`src/rtl/shift_deserializer_pkg.sv`:
```
// Shared types and constants for shift_deserializer.
// Optional build macro: SHIFT_DESERIALIZER_PARITY_EN (adds the PARITY state).
package shift_deserializer_pkg;

  localparam int   SD_DEFAULT_WIDTH = 4;
  localparam logic DIR_LSB_FIRST    = 1'b0;
  localparam logic DIR_MSB_FIRST    = 1'b1;

  typedef enum logic [1:0] {
    ST_IDLE   = 2'd0,
    ST_SHIFT  = 2'd1,
    ST_HOLD   = 2'd2
`ifdef SHIFT_DESERIALIZER_PARITY_EN
    ,
    ST_PARITY = 2'd3
`endif
  } sd_state_e;

endpackage

```
`src/rtl/shift_deserializer_bit_counter.sv`:
```
// Bit counter for shift_deserializer: clear / load-to-one / increment,
// with a terminal-count flag raised while the next bit completes a word.
module bit_counter #(
  parameter int MAX = 4,
  parameter int CW  = $clog2(MAX + 1)
) (
  input  logic clk_i,
  input  logic rst_i,
  input  logic clr_i,
  input  logic load_i,
  input  logic inc_i,
  output logic tc_o
);

  logic [CW-1:0] count_q;

  // Count captured bits; clear has priority, then load, then increment.
  always_ff @(posedge clk_i or posedge rst_i) begin
    if (rst_i) begin
      count_q <= '0;
    end else if (clr_i) begin
      count_q <= '0;
    end else if (load_i) begin
      count_q <= CW'(1);
    end else if (inc_i && (count_q != CW'(MAX))) begin
      count_q <= count_q + CW'(1);
    end
  end

  assign tc_o = (count_q == CW'(MAX - 1));

endmodule

```
`src/rtl/shift_deserializer.sv`:
```
// Serial-to-parallel deserializer with LSB/MSB-first order, ready/valid
// output handshake and sticky overrun flag.
// Optional build macro: SHIFT_DESERIALIZER_PARITY_EN (even parity bit after
// each word, reported on parity_err_o).
module shift_deserializer
  import shift_deserializer_pkg::*;
#(
  parameter int WIDTH = SD_DEFAULT_WIDTH
) (
  input  logic             clk_i,
  input  logic             rst_i,
  input  logic             clr_i,
  input  logic             ser_in_i,
  input  logic             ser_valid_i,
  input  logic             dir_i,
  input  logic             out_ready_i,
  output logic [WIDTH-1:0] out_data_o,
  output logic             out_valid_o,
  output logic             busy_o,
  output logic             overrun_o
`ifdef SHIFT_DESERIALIZER_PARITY_EN
  ,
  output logic             parity_err_o
`endif
);

  localparam int CNT_W = $clog2(WIDTH + 1);

  sd_state_e        state_q;
  logic [WIDTH-1:0] buf_q;
  logic             dir_q;
  logic             out_valid_q;
  logic             busy_q;
  logic             overrun_q;
`ifdef SHIFT_DESERIALIZER_PARITY_EN
  logic             par_q;
  logic             parity_err_q;
`endif

  logic capture_first;
  logic cnt_inc;
  logic cnt_clr;
  logic cnt_tc;

  function automatic logic [WIDTH-1:0] shift_bit(input logic [WIDTH-1:0] b,
                                                 input logic d,
                                                 input logic dir);
    logic [WIDTH-1:0] r;
    r = b;
    case (dir)
      DIR_LSB_FIRST: r = {d, b[WIDTH-1:1]};
      DIR_MSB_FIRST: r = {b[WIDTH-2:0], d};
      default:       r = b;
    endcase
    return r;
  endfunction

  // Decide how the bit counter moves this cycle.
  always_comb begin
    capture_first = 1'b0;
    cnt_inc       = 1'b0;
    cnt_clr       = clr_i;
    case (state_q)
      ST_IDLE:  capture_first = ser_valid_i;
      ST_SHIFT: begin
        if (ser_valid_i) begin
          if (cnt_tc) cnt_clr = 1'b1;
          else        cnt_inc = 1'b1;
        end
      end
      ST_HOLD:  capture_first = ser_valid_i & out_ready_i;
      default:  ;
    endcase
  end

  bit_counter #(
    .MAX (WIDTH),
    .CW  (CNT_W)
  ) u_bit_counter (
    .clk_i  (clk_i),
    .rst_i  (rst_i),
    .clr_i  (cnt_clr),
    .load_i (capture_first),
    .inc_i  (cnt_inc),
    .tc_o   (cnt_tc)
  );

  // Main FSM: captures bits, assembles the word and drives registered outputs.
  always_ff @(posedge clk_i or posedge rst_i) begin
    if (rst_i) begin
      state_q      <= ST_IDLE;
      buf_q        <= '0;
      dir_q        <= DIR_LSB_FIRST;
      out_valid_q  <= 1'b0;
      busy_q       <= 1'b0;
      overrun_q    <= 1'b0;
`ifdef SHIFT_DESERIALIZER_PARITY_EN
      par_q        <= 1'b0;
      parity_err_q <= 1'b0;
`endif
    end else if (clr_i) begin
      state_q      <= ST_IDLE;
      buf_q        <= '0;
      dir_q        <= DIR_LSB_FIRST;
      out_valid_q  <= 1'b0;
      busy_q       <= 1'b0;
      overrun_q    <= 1'b0;
`ifdef SHIFT_DESERIALIZER_PARITY_EN
      par_q        <= 1'b0;
      parity_err_q <= 1'b0;
`endif
    end else begin
      case (state_q)
        ST_IDLE: begin
          if (ser_valid_i) begin
            // First bit of a word always shifts into a cleared buffer.
            buf_q   <= shift_bit('0, ser_in_i, dir_i);
            dir_q   <= dir_i;
            busy_q  <= 1'b1;
            state_q <= ST_SHIFT;
`ifdef SHIFT_DESERIALIZER_PARITY_EN
            par_q   <= ser_in_i;
`endif
          end
        end
        ST_SHIFT: begin
          if (ser_valid_i) begin
            buf_q <= shift_bit(buf_q, ser_in_i, dir_q);
`ifdef SHIFT_DESERIALIZER_PARITY_EN
            par_q <= par_q ^ ser_in_i;
            if (cnt_tc) state_q <= ST_PARITY;
`else
            if (cnt_tc) begin
              state_q     <= ST_HOLD;
              out_valid_q <= 1'b1;
              busy_q      <= 1'b0;
            end
`endif
          end
        end
`ifdef SHIFT_DESERIALIZER_PARITY_EN
        ST_PARITY: begin
          if (ser_valid_i) begin
            parity_err_q <= par_q ^ ser_in_i;
            state_q      <= ST_HOLD;
            out_valid_q  <= 1'b1;
            busy_q       <= 1'b0;
          end
        end
`endif
        ST_HOLD: begin
          if (out_ready_i) begin
            out_valid_q  <= 1'b0;
`ifdef SHIFT_DESERIALIZER_PARITY_EN
            parity_err_q <= 1'b0;
`endif
            if (ser_valid_i) begin
              // Word consumed and next word starts on the same edge.
              buf_q   <= shift_bit('0, ser_in_i, dir_i);
              dir_q   <= dir_i;
              busy_q  <= 1'b1;
              state_q <= ST_SHIFT;
`ifdef SHIFT_DESERIALIZER_PARITY_EN
              par_q   <= ser_in_i;
`endif
            end else begin
              state_q <= ST_IDLE;
            end
          end else if (ser_valid_i) begin
            overrun_q <= 1'b1;
          end
        end
        default: state_q <= ST_IDLE;
      endcase
    end
  end

  assign out_data_o  = buf_q;
  assign out_valid_o = out_valid_q;
  assign busy_o      = busy_q;
  assign overrun_o   = overrun_q;
`ifdef SHIFT_DESERIALIZER_PARITY_EN
  assign parity_err_o = parity_err_q;
`endif

endmodule

```
`config.mk`:
```
export PLATFORM = sky130hd
export DESIGN_NAME = shift_deserializer
export DESIGN_NICKNAME = d
export VERILOG_FILES = /design/src/rtl/shift_deserializer_pkg.sv /design/src/rtl/shift_deserializer_bit_counter.sv /design/src/rtl/shift_deserializer.sv
export SDC_FILE = /design/constraint.sdc
export NUM_CORES = 1
export LEC_CHECK = 0
export CAP_MARGIN = 20
export CORE_AREA = 2 2 43 45
export DETAILED_ROUTE_END_ITERATION = 10
export DIE_AREA = 0 0 45 47
export MAX_ROUTING_LAYER = met4
export PLACE_DENSITY = 0.81
export SYNTH_ARGS = -nofsm -noshare
export SYNTH_HDL_FRONTEND = slang
export SYNTH_SLANG_ARGS = --single-unit
```
`constraint.sdc`:
```
create_clock -name clk_i -period 2.8 [get_ports clk_i]
set_clock_uncertainty 0.2 [all_clocks]
set_input_delay 0.7 -clock clk_i [delete_from_list [all_inputs] [get_ports clk_i]]
set_output_delay 0.7 -clock clk_i [all_outputs]
set_load 0.01 [all_outputs]
```
# After elaboration in Yosys (flattened, before gate mapping)
# Index checks and enable logic that the tools add are counted.
[totals]
mem_bits_ro = 0
mem_bits_rw = 0
regBits = 13
memories = 0
latchBits = 0
input_bits = 7
[op_classes]
reduce_logical = 14
magnitude_cmp = 0
addsub = 1
eq_ne = 9
n_mux = 43
bitwise = 3
div = 0
n_mul = 0
shifts = 0
[ops]
columns = ["cell", "count"]
rows = [
  ["2-to-1 mux 1 bit", 23],
  ["2-to-1 mux 4 bit", 4],
  ["one-hot mux 4 bit (2 select lines)", 2],
  ["inequality test 3 bit, second input constant", 5],
  ["one-hot mux 4 bit (3 select lines)", 1],
  ["AND reduction 4 bit", 3],
  ["2-to-1 mux 2 bit", 5],
  ["2-to-1 mux 3 bit", 3],
  ["nonzero test 3 bit", 3],
  ["one-hot mux 1 bit (2 select lines)", 3],
  ["one-hot mux 2 bit (3 select lines)", 1],
  ["AND reduction 3 bit", 2],
  ["nonzero test 2 bit", 2],
  ["nonzero test 4 bit", 1],
  ["adder 3 x 1 -> 3 bit, second input constant", 1],
  ["== test 3 x 2 -> 1 bit, second input constant", 1],
  ["one-hot mux 1 bit (3 select lines)", 1],
  ["== test 2 x 1 -> 1 bit, second input constant", 1],
  ["== test 2 bit, second input constant", 1],
  ["zero test 2 bit", 1],
  ["inequality test 2 bit, second input constant", 1],
  ["NOT 1 bit", 2],
  ["AND reduction 2 bit", 1],
  ["AND 1 bit", 1],
  ["logical AND 1 bit", 1],
]

# Depth between registers and ports, before layout
[depth]
depth_word = 8
ltp_mapped = 6

# Modules after synthesis
# From an unflattened synthesis, not the netlist that was laid out.
[hier_totals]
cells_unflattened = 78
hier_area_um2 = 789.5
[by_module_without_submodules]
columns = ["mod", "instances", "area_per_inst_um2", "seq_area_each_um2", "cells_each"]
rows = [
  ["shift_deserializer", 1, 586.8, 250.2, 58],
  ["bit_counter", 1, 202.7, 75.1, 20],
]

# Worst setup path after synthesis
# Ideal clock, no wire load.
[synth_timing]
kind = "input to register"
startpoint = "input clr_i"
endpoint = "register buf_q[1], in the netlist out_data_o[1]"
arrival_ns = 1.302
path_buffers = 1
path_slack_ns = 1.170
cell_stages = 3
setup_time_ns = 0.128
required_time_ns = 2.472
path_cell_list = "clkbuf_1 > nor3_1 > mux2_1"
[synth_between]
elab_chain_len = 2
word_cells_on_any_way = 5
classes_between = "eq/ne (2); mux (1); reduce/logical (2)"
[synth_rtl]
columns = ["item", "line_no", "source"]
rows = [
  ["start: declaration", "shift_deserializer.sv:12", "input logic clr_i,"],
  ["inequality test 3 bit (no line) / nonzero test 4 bit (equally long branches)", "--", ""],
  ["AND reduction 3 bit (no line)", "--", ""],
  ["end signal: assignment", "shift_deserializer.sv:117", "buf_q <= shift_bit('0, ser_in_i, dir_i);"],
  ["end signal: assignment", "shift_deserializer.sv:128", "buf_q <= shift_bit(buf_q, ser_in_i, dir_q);"],
  ["end signal: assignment", "shift_deserializer.sv:159", "buf_q <= shift_bit('0, ser_in_i, dir_i);"],
  ["end: declaration", "shift_deserializer.sv:30", "logic [WIDTH-1:0] buf_q;"],
]
# Parallel ways exist; a longest one is shown, timed or not.
# A chain may end at the register's enable or synchronous reset.

# Worst setup path in the final report
[layout_timing]
startpoint = "register buf_q[1], in the netlist out_data_o[1]"
endpoint = "output out_data_o[1]"
[layout_rtl]
columns = ["item", "line_no", "source"]
rows = [
  ["end: declaration", "shift_deserializer.sv:17", "output logic [WIDTH-1:0] out_data_o,"],
]
# No word-level cell between the ends.

==> reports/qor.csv <==
metric;value;unit
ANT nets after route;0;
Fillers;145;
critical-path maximum fanout;4;
Pwr Total;0.387;mW
via/cell ratio;5.35;
GPL Wtd Cong;0.778;
post-synth top area cell;dfrtp_1;
setup TNS;0;ns
Worst setup EP type;output port;
Worst Max-Slew Pin Slew;0.487;ns
Max rail drop VDD;0.000215;V
unrepaired setup endpoints after global routing;no;
fin. max-slew vios;0;
FF+latch count, synth;13;
WL per Instance;12.8;um
Post-Synthesis Net Count;93;
largest net degree at the start of global routing;15;
DR vias;605;
Synth cell types;29;
status;finished clean;
synthesized area per cell;9.78;sq um
critical path depth;1;
Die Span Y;47;um
Max transition margin;67.5;%
Reg power frac;52.6;%
Die Width;45;um
Syn Inst Count;83;
Top FF cell, synth;dfrtp_1;
Cell Chain, Critical Path;clkdlybuf4s50_1;
initial antenna violation count;0;
Layout area overhead;18.0;%
CP peak stage delay;0.56;ns
number of synthesized flops with an enable pin;0;
Yosys top cell area share;40.1;%
hold_buf cts;0;
vias in the first global route;544;
Top Family by Delay on Critical Path;buffers and inverters;
Clock Sinks;13;
CTS tree;yes;
Fmax;466;MHz
Synth top cells by count;dfrtp_1, a21oi_1, nand2_1;
fin crit share;76.6;%
Skew-Pair Late Insertion Delay;0.28;ns
total grt overflow;0;
register area share after synthesis;40.1;%
die footprint;2120;sq um
# DRC;0;
Core Footprint;1650;sq um
Nets;107;
row count;15;
Starting Density;49.2;%
n_diodes;0;
Leakage;0.412;nW
Combinational Power Share;17.2;%
worst hold path class;reg -> reg;
DRT Wirelength;1440;um
WHS Path Cells;2;
endpoints failing hold;0;
critical path type;reg -> out;
ys async rst share;100;%
post-cts sizing count;0;
Num CTS Buffers;3;
# port buffers;13;
DP HPWL;1130;um
Worst Path Arrival;1.25;ns
H-tree depth;1;
Reg2Reg Depth;5;
Sw Ratio;26.4;%
CP max-delay cell;clkdlybuf4s50_1;
maximum capacitance violations;0;
Power Density;404;nW/um^2
Clock transition at path regs;0.08;ns
I/O pin cnt;14;
warnings from Yosys;0;
Synth Cell Area;812;sq um
sw power;0.102;mW
Pint;0.285;mW
min Tclk post-route;2.15;ns
clock power share;30.2;%
top post-synthesis cells by area;dfrtp_1, a21oi_1, mux2i_1;
clk root buf;clkbuf_4;
Longest Clk Path Bufs;2;
Sequential Area;325;sq um
Iteration-0 DRC Markers;7;
count leader, synth;dfrtp_1;
Worst Path Buf+Inv;1;
gr usage total;16.7;%
# setup viols final;0;
share of post-route cells with drive strength above 1;10.4;%
DR pass1 iterations;4;
area of the multi-input gates;437;sq um
first-pass GRT wire length;2370;um
Worst EP required;1.90;ns
post-CTS setup buffer count;0;
CP startpoint kind;register;
cell usage in the layout, fill, tap and decap left out, drive strengths merged, types with 4 or more instances in the layout:
cell           synthesis  routed
a21oi                 10      10
clkbuf                 1       4
clkdlybuf4s50          0      13
dfrtp                 13      13
inv                    5       5
mux2                   4       4
mux2i                  5       5
nand2                  7       7
nand2b                 4       4
nor2                   6       6
nor2b                  4       4
power by group through the flow:
stage,logic [mW],clock network (mW),registers (mW)
2_1_floorplan,0.0467,0,0.204
3_5_place_dp,0.0672,0,0.208
3_3_place_gp,0.0652,0,0.207
6_report,0.0667,0.117,0.204
4_1_cts,0.0676,0.120,0.204
5_1_grt,0.0747,0.127,0.205
per-stage QoR:
step	instances	util [%]	hold slack, ns	cell area (sq um)	worst slack (ns)
after detailed placement	109	56.4	0.300	932	0.482
after global routing	113	58.0	0.340	958	0.622
after CTS	113	58.0	0.317	958	0.638
after global placement	109	56.4	0.298	932	0.518
final	113	58.0	0.310	958	0.654
after floorplan	83	-	0.329	812	1.17
kinds of logic after synthesis:
family | count (synthesis) | synth area share (%)
buf+inv | 9 | 6.16
compound gates | 16 | 12.2
flops | 13 | 40.1
xor+xnor | 1 | 1.08
fa+ha+maj | 3 | 4.62
simple gates | 32 | 24.2
mux | 9 | 11.7
routing by layer:
layer	up-vias	routed length [um]	share of wire [%]	global-route usage (%)
li1	308	-	-	-
met1	283	662	46	20.9
met2	10	707	49	24.3
met3	4	43	3.0	2.31
met4	0	30	2.1	12.4
met5	-	0	0	-
flip-flops by register name, summed over array words and instances (netlist names):
register,flops
busy_o,1
u_bit_counter.count_q,3
out_data_o,4
out_valid_o,1
state_q,2
dir_q,1
overrun_o,1
layout make-up:
cell class | count | area share [%]
flip-flops and latches | 13 | 33.9
clock buffers | 4 | 2.74
multi-input cells | 61 | 45.6
repair buffers | 13 | 13.6
well taps | 17 | 2.22
inverters | 5 | 1.96
path summary, 6_finish.rpt:
check	from	to	slack (ns)
max	out_data_o[1]$_DFFE_PP0P_	out_data_o[1]	0.65
min	overrun_o$_DFFE_PP0P_	overrun_o$_DFFE_PP0P_	0.31
max reg2reg	u_bit_counter.count_q[1]$_DFFE_PP0P_	u_bit_counter.count_q[2]$_DFFE_PP0P_	1.09
min reg2reg	overrun_o$_DFFE_PP0P_	overrun_o$_DFFE_PP0P_	0.31
max in group asynchronous	rst_i	state_q[1]$_DFFE_PP0P_	1.54
min in group asynchronous	rst_i	u_bit_counter.count_q[2]$_DFFE_PP0P_	0.53
Power figures use the tool's default switching activity.
==> patch 1 (config.mk and constraints unchanged) <==
Re-encode `sd_state_e` (3 states) as one-hot, 3 bits wide.
--- a/src/rtl/shift_deserializer_pkg.sv
+++ b/src/rtl/shift_deserializer_pkg.sv
@@ -6,10 +6,10 @@
   localparam logic DIR_LSB_FIRST    = 1'b0;
   localparam logic DIR_MSB_FIRST    = 1'b1;
 
-  typedef enum logic [1:0] {
-    ST_IDLE   = 2'd0,
-    ST_SHIFT  = 2'd1,
-    ST_HOLD   = 2'd2
+  typedef enum logic [2:0] {
+    ST_IDLE   = 3'b001,
+    ST_SHIFT  = 3'b010,
+    ST_HOLD   = 3'b100
 `ifdef SHIFT_DESERIALIZER_PARITY_EN
     ,
     ST_PARITY = 2'd3
Check against the original RTL: no difference found for any inputs over 10 cycles, from zero or initial values and one cycle with rst_i high; not proved beyond that.
==> patch 1 against the original RTL <==
- setup slack lost 0.0060 ns
- clock power grew 26%
- total power grew 12%
- final cell count shrank 0.88%
- sequential power grew 8%
- sequential share of layout area grew 0.58 points
- sequential cell count grew 1
- area after synthesis grew 2.0%
- global-route usage grew 1.2 points
- routed wire length grew 4.6%
- cell area grew 6.3%
- maximum frequency shrank 0.28%
- critical path type unchanged
- largest power group unchanged
==> patch 1: results (changes against the original RTL) <==
.. list-table::
   :header-rows: 1

   * - Metric
     - Value
   * - Internal power consumption
     - 0.000326 W (+14%)
   * - Area post-placement
     - 982 um^2 (+5.4%)
   * - Hold Startpoint
     - busy_o
   * - Worst ir drop on vdd
     - 0.321 mV (+49%)
   * - Sink of the worst hold path
     - busy_o
   * - Multi-input comb cells
     - 57 (-6.6%)
   * - Logic gate share of total power
     - 15.3% (-1.9 points)
   * - Number of DRC markers in iteration 0
     - 9 (+2)
   * - Placement-stage worst setup slack
     - 0.370 ns (-0.112 ns)
   * - Share of post-route cells with drive strength above 1
     - 14.7% (+4.3 points)
   * - Footprint of the flip-flops and latches
     - 352 um^2 (+8.1%)
   * - Register-to-Register Setup Slack
     - 0.91 ns (-0.18 ns)
   * - Aggregate global-route resource usage
     - 17.9% (+1.2 points)
   * - Mapped Avg Cell Area
     - 10.5 um^2 (+7.2%)
   * - Outcome
     - completed
   * - Fraction of area in clock buffers and inverters
     - 3.56% (+0.82 points)
   * - Count of distinct cell types in the synthesized netlist
     - 30 (+3.4%)
   * - Combined area of the multi-input logic cells
     - 445 um^2 (+2.0%)
   * - Endpoint of the worst register-to-register path
     - out_data_o[3]
   * - Largest cells by area after synthesis
     - dfrtp_1 39%, mux2i_1 7.3%, mux2_1 5.4%, ha_1 4.5%, dfstp_2 3.2%
   * - Proportion of final cell area spent on non-clock buffers
     - 14.3% (+0.67 points)
   * - FILL cells
     - 141 (-2.8%)
   * - Max_slew headroom
     - 64.9% (-2.6 points)
   * - Sequential element share of the synthesized area
     - 42.4% (+2.4 points)
   * - Hpwl dp
     - 1160 um (+2.7%)
   * - Net switching fraction of the power
     - 25.0% (-1.4 points)
   * - Number of global-route vias before repair
     - 620 (+14%)
   * - Total routed wirelength
     - 1510 um (+4.6%)
   * - Via count normalized by instance count
     - 5.50 (+2.7%)
   * - Hold Worst Slack
     - 0.295 ns (-0.0147 ns)
## patch 1: cells by family after synthesis
kind of cell	synth area share, %
AO/OA/AOI/OAI	11.5
XOR/XNOR	2.12
buffers and inverters	3.78
multiplexers	12.7
adder cells (fa/ha/maj)	4.53
AND/OR/NAND/NOR	23.0
flip-flops	42.4
## patch 1: worst max path at each step
stage	end	slack, ns	cells after the start
floorplan	out_data_o[1]	0.95	3
global placement	out_data_o[0]	0.43	4
detailed placement	out_data_o[3]	0.37	4
CTS	out_data_o[1]	0.65	1
global route	out_data_o[3]	0.61	1
finish	out_data_o[1]	0.65	1
## patch 1: worst register-to-register path, stage by stage, from the launching register on
cell and delay [ns]:
dfstp_2 0.62, xnor2_1 0.15, nor3b_2 0.08, a211oi_2 0.37
mux2_1 0.37
## patch 1: routing by layer
metal  track usage [%]  wire length [um]
met5                 -                 0
met4              8.82                26
met1              20.8               671
met3              2.31                52
met2              30.3               759
==> patch 2 (same flow settings) <==
Without the edit above. The package constant `SD_DEFAULT_WIDTH` goes from 4 to 2.
--- a/src/rtl/shift_deserializer_pkg.sv
+++ b/src/rtl/shift_deserializer_pkg.sv
@@ -2,7 +2,7 @@
 // Optional build macro: SHIFT_DESERIALIZER_PARITY_EN (adds the PARITY state).
 package shift_deserializer_pkg;
 
-  localparam int   SD_DEFAULT_WIDTH = 4;
+  localparam int   SD_DEFAULT_WIDTH = 2;
   localparam logic DIR_LSB_FIRST    = 1'b0;
   localparam logic DIR_MSB_FIRST    = 1'b1;
 
Interface: changed (resized out_data_o); port bits go from 14 to 12. The function was not compared with the original's and may differ.
==> patch 2 against the original RTL <==
- non-clock buffer count is 2 lower
- routed wire length is 28% lower
- global-route usage is 4.7 points lower
- area after synthesis is 33% lower
- setup slack better by 0.052 ns
- worst hold slack better by 0.0070 ns
- total power is 18% lower
- maximum frequency is 2.5% higher
- sequential cell count is 3 lower
- cell area is 28% lower
- critical endpoint is now out_data_o[0]
==> patch 2: results (changes against the original RTL) <==
.. list-table::
   :header-rows: 1

   * - Metric
     - Value
   * - Classification of the worst-slack hold path
     - reg2reg
   * - Diode count
     - 0 (unchanged)
   * - Library cell with the highest instance count after synthesis
     - dfrtp_1
   * - Total Nets Final
     - 81 (-24%)
   * - Clock buffer depth
     - 2 (unchanged)
   * - Via count normalized by instance count
     - 4.98 (-7.0%)
   * - Count of distinct cell types in the synthesized netlist
     - 23 (-21%)
   * - Syn. warnings
     - 0 (unchanged)
   * - Count of buffers added by post-CTS timing repair for setup
     - 0 (unchanged)
   * - Final Critical Period
     - 2.09 ns (-0.0516 ns)
   * - Worst path slowest cell
     - clkdlybuf4s50_1
   * - Largest cells by area after synthesis
     - dfrtp_1 46%, mux2i_1 5.5%, nor2_1 5.5%, a21oi_1 4.6%, ha_1 4.6%
   * - Wire length of the first global-routing pass
     - 1660 um (-30%)
   * - Critical path's largest stage delay
     - 0.65 ns (+0.09 ns)
   * - FILL cells
     - 168 (+16%)
   * - Post-Layout Cell Count
     - 87 (-23%)
   * - Biggest fanout along the worst timing path
     - 9 (+5)
   * - Detailed Routing Iterations Pass 1
     - 4 (unchanged)
   * - Sum of routed wire segments on met1
     - 507 um (-23%)
   * - H-Tree Depth
     - 1 (unchanged)
   * - Total routed wirelength
     - 1040 um (-28%)
   * - Clock slew at the register clock pins of the worst setup and hold paths
     - 0.07 ns
   * - Met3 Wirelength
     - 43 um (unchanged)
   * - Maximum number of pins on one net before global-route repair
     - 11 (-4)
   * - Routability congestion estimate
     - 0.707 (-9.0%)
   * - Most common library cells after synthesis
     - 10 x dfrtp_1, 8 x nor2_1, 5 x a21oi_1, 5 x nand2_1, 4 x inv_1
   * - Cell total after placement
     - 84 (-23%)
   * - Number of DRC markers in iteration 0
     - 6 (-1)
   * - Clock insertion delay at the later pin of the skew report
     - 0.26 ns (-0.02 ns)
   * - Routed met2 length
     - 473 um (-33%)
   * - Root cell of the clock tree
     - clkbuf_4
   * - Worst EP arrival
     - 2.05 ns (+0.80 ns)
   * - Cells after Synth
     - 58 (-30%)
   * - Worst ir drop on vdd
     - 0.159 mV (-26%)
   * - Aggregate global-route resource usage
     - 12.0% (-4.7 points)
   * - Post-CTS sizing
     - 0 (unchanged)
   * - Top layer in use
     - met4
   * - Syn Nets
     - 67 (-28%)
   * - Proportion of synthesized flip-flops having asynchronous set or reset
     - 100% (unchanged)
   * - Sequential element share of the synthesized area
     - 45.7% (+5.6 points)
   * - Worst Max-Slew Pin Slew
     - 0.407 ns (-0.0798 ns)
   * - Number of global-route vias before repair
     - 390 (-28%)
   * - Share of post-route cells with drive strength above 1
     - 5.71% (-4.7 points)
   * - Number of port buffers
     - 11 (-2)
   * - Initial antenna violation count
     - 0 (unchanged)
   * - Clock buffer count from CTS
     - 3 (unchanged)
   * - Area post-placement
     - 664 um^2 (-29%)
   * - Outcome
     - completed
   * - Leak pwr
     - 0.314 nW (-24%)
   * - Final cell area excluding filler cells
     - 687 um^2 (-28%)
   * - Hpwl dp
     - 766 um (-32%)
[patch 2: through the flow]
step	hold slack, ns	worst slack [ns]
floorplan	0.327	1.13
detailed placement	0.300	0.443
global route	0.353	0.549
CTS	0.315	0.698
global placement	0.295	0.468
finish	0.317	0.706
[patch 2: logic make-up after synthesis]
group	count (synthesis)	synth area share, %
and+or+nand+nor	24	23.5
DFF	10	45.7
muxes	3	5.48
AOI/OAI and AO/OA	12	13.7
xor gates and xnor gates	1	1.60
adders and majority gates	2	4.57
buffers and inverters	6	5.48
[patch 2: worst paths after layout]
check | start | to | slack, ns | cells after the start
worst max-delay path | ser_valid_i | out_data_o[0] | 0.71 | 4
worst min-delay path | overrun_o | overrun_o | 0.32 | 2
worst max register to register | state_q[0] | out_data_o[0] | 1.25 | 4
worst min register to register | overrun_o | overrun_o | 0.32 | 2
max in group asynchronous | rst_i | u_bit_counter.count_q[0] | 1.59 | 2
min in group asynchronous | rst_i | state_q[1] | 0.52 | 2
[patch 2: layout make-up]
| type | count | share of cell area [%] |
|---|---|---|
| timing repair buffer | 11 | 16.0 |
| sequential | 10 | 36.4 |
| clock buffer | 3 | 3.28 |
| multi-input combinational | 42 | 39.0 |
| tap | 17 | 3.10 |
| inverter | 4 | 2.19 |
[patch 2: per-layer routing]
metal | vias to the layer above | global-route usage [%]
li1 | 227 | -
met1 | 195 | 14.0
met2 | 9 | 17.4
met3 | 2 | 3.46
met4 | 0 | 8.82
met5 | - | -
[patch 2: report_power, final]
group          total [W]  internal, W  switching [W]
Sequential      0.000161     0.000153     0.00000792
Combinational  0.0000632    0.0000330      0.0000302
Clock          0.0000941    0.0000494      0.0000447
[patch 2: critical path, delay by kind of cell]
kind            cells  cell delay [ns]
buf+inv             1             0.65
compound gates      2             0.61
simple gates        1             0.08
